[src/rtl/serial_subtractor.sv]
// Bit-serial N-bit subtractor: diff = a - b - bi, one bit per clock, LSB first.
// Result, borrow-out and signed overflow stay registered until the next completion.
module serial_subtractor #(
  parameter int N = 4
) (
  input  logic         clk,
  input  logic         rst_n,
  input  logic         start,
  input  logic [N-1:0] a,
  input  logic [N-1:0] b,
  input  logic         bi,
  output logic         busy,
  output logic         done,
  output logic [N-1:0] diff,
  output logic         bo,
  output logic         ovf
);

  localparam int CW = $clog2(N + 1);

  typedef enum logic {IDLE, SHIFT} state_t;

  state_t         r_state, w_state_next;
  logic [N-1:0]   r_a, r_b, r_res, r_diff, w_res_next;
  logic [CW-1:0]  r_cnt;
  logic           r_br, r_bo, r_ovf, r_done;
  logic           w_bit_a, w_bit_b, w_d, w_br_next, w_last, w_accept;

  always_comb begin
    w_bit_a   = r_a[0];
    w_bit_b   = r_b[0];
    w_d       = w_bit_a ^ w_bit_b ^ r_br;
    w_br_next = (~w_bit_a & w_bit_b) | (~(w_bit_a ^ w_bit_b) & r_br);
    w_accept  = (r_state == IDLE) && start;
    w_last    = (r_state == SHIFT) && (r_cnt == CW'(N - 1));
    // Shift-then-patch keeps the MSB insert valid for N = 1.
    w_res_next        = r_res >> 1;
    w_res_next[N-1]   = w_d;
  end

  always_comb begin
    w_state_next = r_state;
    case (r_state)
      IDLE:    if (start)  w_state_next = SHIFT;
      SHIFT:   if (w_last) w_state_next = IDLE;
      default: w_state_next = IDLE;
    endcase
  end

  always_ff @(posedge clk or negedge rst_n) begin
    if (!rst_n) r_state <= IDLE;
    else        r_state <= w_state_next;
  end

  always_ff @(posedge clk or negedge rst_n) begin
    if (!rst_n) begin
      r_a    <= '0;
      r_b    <= '0;
      r_br   <= 1'b0;
      r_cnt  <= '0;
      r_res  <= '0;
      r_diff <= '0;
      r_bo   <= 1'b0;
      r_ovf  <= 1'b0;
      r_done <= 1'b0;
    end else begin
      r_done <= w_last;
      if (w_accept) begin
        r_a   <= a;
        r_b   <= b;
        r_br  <= bi;
        r_cnt <= '0;
        r_res <= '0;
      end else if (r_state == SHIFT) begin
        r_a   <= r_a >> 1;
        r_b   <= r_b >> 1;
        r_br  <= w_br_next;
        r_res <= w_res_next;
        r_cnt <= r_cnt + CW'(1);
      end
      // On the MSB step r_br is the borrow into the MSB, w_br_next the borrow out.
      if (w_last) begin
        r_diff <= w_res_next;
        r_bo   <= w_br_next;
        r_ovf  <= r_br ^ w_br_next;
      end
    end
  end

  assign busy = (r_state == SHIFT);
  assign done = r_done;
  assign diff = r_diff;
  assign bo   = r_bo;
  assign ovf  = r_ovf;

endmodule

[config.mk]
export PLATFORM = sky130hd
export DESIGN_NAME = serial_subtractor
export DESIGN_NICKNAME = d
export VERILOG_FILES = /design/src/rtl/serial_subtractor.sv
export SDC_FILE = /design/constraint.sdc
export NUM_CORES = 1
export LEC_CHECK = 0
export CAP_MARGIN = 20
export CORE_MARGIN = 4
export CORE_UTILIZATION = 49
export DETAILED_ROUTE_END_ITERATION = 10
export GPL_TIMING_DRIVEN = 0
export PLACE_DENSITY = 0.76
export SETUP_SLACK_MARGIN = 0.05
export SYNTH_ARGS = -nofsm -noshare
export SYNTH_HDL_FRONTEND = slang
export SYNTH_SLANG_ARGS = --single-unit
export TNS_END_PERCENT = 100
[constraint.sdc]
create_clock -name clk -period 1.8 [get_ports clk]
set_input_delay 0.36 -clock clk [delete_from_list [all_inputs] [get_ports clk]]
set_output_delay 0.36 -clock clk [all_outputs]
set_load 0.01 [all_outputs]
==> key figures <==
Run status
  – Result of the run: completed

Critical path
  – Arrival time of the worst setup path: 1.22 ns
  – Critical path endpoint category: output port
  – Minimum setup slack among reg-to-reg paths: 0.38 ns
  – Series of cell instances along the critical path: clkdlybuf4s50_1
  – Depth of the most critical reg-to-reg path: 3
  – Slowest cell on the critical path: sky130_fd_sc_hd__clkdlybuf4s50_1
  – Largest fanout on the critical path: 2
  – Setup CP Type: reg -> out
  – CP startpoint kind: flop
  – Required time worst endpoint: 1.44 ns
  – FF-to-FF Start: r_a[0]
  – Highest cell delay on the worst timing path: 0.54 ns
  – Number of buffers and inverters on the critical path: 1
  – Reg-to-reg endpoint: ovf
  – Top Family by Delay on Critical Path: buffers and inverters

Layout
  – Antenna diodes: 0
  – Fraction of layout instances using a drive strength above 1: 15.4%
  – Area Overhead vs Synth: 26.2%
  – Commonest non-fill, non-tap cell in the layout: sky130_fd_sc_hd__dfrtp_1
  – Design area: 1280 µm²
  – Total area of multi-input combinational cells: 392 µm²
  – Filler Cells Inserted: 171
  – Number of nets in the finished design: 120
  – Area of all sequential standard cells: 576 µm²
  – Highest-count cells in the layout ignoring fill and taps: sky130_fd_sc_hd__dfrtp_1 (23), sky130_fd_sc_hd__clkdlybuf4s50_1 (19), sky130_fd_sc_hd__mux2i_1 (11)
  – Fraction of the core area covered by cells at the end of the flow: 65.5%

Yosys
  – Complex-gate fraction of the synthesized area: 6.88%
  – Mux share of post-synthesis cell area: 19.3%
  – Average instance area after synthesis: 12.7 µm²
  – Sequential fraction of the synthesis area: 56.5%
  – Adder-cell area share of the yosys netlist: 4.42%
  – Largest family of logic cells by synthesized area: multiplexers
  – Post-synthesis register bit count: 23
  – Synth Cell Area: 1020 µm²
  – Number of distinct library cells after synthesis: 19
  – Number of warnings printed during yosys synthesis: 0
  – Synth Area in XOR/XNOR: 0.860%
  – Post-synthesis cell count: 80
  – Simple-Gate Fraction of Synth Area: 7.00%
  – Synth Net Count: 95

Timing
  – Final Skew: 0.00474 ns
  – Max-Slew Margin vs Limit: 68.9%
  – Worst Tran Pin Value: 0.464 ns
  – Setup violations, final: 0
  – Final number of hold-violating endpoints: 0
  – Final worst path period share: 88.0%
  – Setup TNS after final layout: 0 ns
  – Time the worst path needs with I/O delays and setup: 1.58 ns
  – Worst hold-check slack: 0.362 ns
  – Number of max-slew violations in the final report: 0
  – Max Fclk: 631 MHz
  – RSZ-0062 raised after global routing: no

Global route
  – Met1 usage: 16.2%
  – Maximum number of pins on one net before global-route repair: 24
  – Via count of the first global-routing pass: 650
  – Met3 Use GR: 2.77%
  – Initial antenna violation count: 0
  – Global-route usage over all layers: 13.9%
  – Routing layer with the top usage in global route: met2
  – Total grt overflow: 0
  – Met2 usage: 23.1%
  – Wire length of the first global-routing pass: 2800 µm

Clock tree
  – Worst-Skew Late Latency: 0.30 ns
  – Total clock sinks: 23
  – H-Tree Level Count: 1
  – Number of buffers created by CTS: 3
  – Root buffer selected by CTS: sky130_fd_sc_hd__clkbuf_4
  – CTS tree: done
  – Hold buffers post-CTS: 0
  – Setup Buffers After CTS: 0
  – Maximum number of buffers from clock root to sink: 2
  – CTS resizes: 0
  – Post-CTS clock slew at the launch and capture registers of the worst setup and hold paths: 0.12 ns

Floorplan
  – Die ar.: 2870 µm²
  – Core area: 1960 µm²
  – Total number of placement rows: 16
  – Horizontal die dimension: 53.6 µm
  – Die outline height: 53.6 µm
  – Count of boundary I/O pins: 20
  – Starting density of the core: 51.9%

Detailed routing
  – Drt wl/cell: 13.1 µm
  – DRT antenna net count: 0
  – Drt via density: 4.95
  – Number of DRC markers in iteration 0: 2
  – Post-route DRC violation count: 0
  – Total length of routed wires: 1720 µm
  – Via count: 649
  – TritonRoute pass-1 iters: 4

Placement
  – Estimated wirelength of the detail-placed design: 1290 µm
  – Number of input and output port buffers inserted: 19
  – Placed cell area: 1240 µm²
  – Gpl congestion: 0.698

Power
  – Power per standard cell area: 1610 nW/µm²
  – Design Power: 2060 µW
  – IR Drop Worst-Case VDD: 0.743 mV
  – Leakage power: 0.000625 µW

Min path
  – Worst hold path class: in -> async

Flow run
  – Count of maximum capacitance violations: 0
[Yosys cell counts (all sizes together)]
cell type / number / area [µm²]
xnor2: 1 / 8.76
mux2: 6 / 86.3
inv: 5 / 18.8
o21ai: 8 / 40.0
ha: 2 / 25.0
mux2i: 11 / 110
nand2: 9 / 41.3
buf: 4 / 32.5
nor2: 3 / 11.3
fa: 1 / 20.0
o31ai: 1 / 7.51
a22o: 2 / 17.5
nand2b: 3 / 18.8
dfrtp: 23 / 576
a21oi: 1 / 5.00
[cell families (layout without fill, tap and decap cells)]
group / after synthesis / after routing
AOI/OAI and AO/OA: 12 / 12
xor gates and xnor gates: 1 / 1
adders and majority gates: 3 / 3
buffers and inverters: 9 / 33
DFF: 23 / 23
muxes: 17 / 17
and+or+nand+nor: 15 / 15
[how the worst max path moves through the flow]
stage,from,end,slack [ns],depth (start not counted)
6_report,bo,bo,0.22,1
5_1_grt,bo,bo,0.16,1
2_1_floorplan,r_a[0],ovf,0.45,3
3_3_place_gp,rst_n,r_b[2],0.18,1
3_5_place_dp,rst_n,r_b[2],0.19,1
4_1_cts,bo,bo,0.19,1
[stage by stage]
| step | worst slack, ns | cells |
|---|---|---|
| global route | 0.156 | 131 |
| global placement | 0.182 | 126 |
| CTS | 0.187 | 130 |
| finish | 0.216 | 131 |
| floorplan | 0.448 | 80 |
| detailed placement | 0.191 | 126 |
[final cells by class]
class / instances / share of cell area (%)
buffer: 4 / 2.53
clock buffer: 3 / 1.75
clock inverter: 1 / 0.389
inverter: 5 / 1.46
multi-input combinational: 48 / 30.5
sequential: 23 / 44.8
tap: 27 / 2.63
timing repair buffer: 20 / 16.0
[power by group]
group | switching (µW) | internal, µW | total [µW]
Sequential | 132 | 742 | 874
Clock | 144 | 82.8 | 227
Combinational | 416 | 546 | 962
Total | 692 | 1370 | 2060
[flip-flops by register name, summed over array words and instances, names as in the netlist]
| name | cells |
|---|---|
| r_res | 3 |
| r_br | 1 |
| done | 1 |
| r_a | 4 |
| bo | 1 |
| r_b | 4 |
| diff | 4 |
| ovf | 1 |
| busy | 1 |
| r_cnt | 3 |
[metal layers]
metal / share of wire, % / routed length [µm] / vias up
met1: 43 / 745 / 315
li1: - / - / 314
met5: 0 / 0 / -
met2: 50 / 849 / 18
met4: 0.58 / 10 / 0
met3: 6.4 / 110 / 2
No activity file was read; power rests on OpenSTA's default activity.
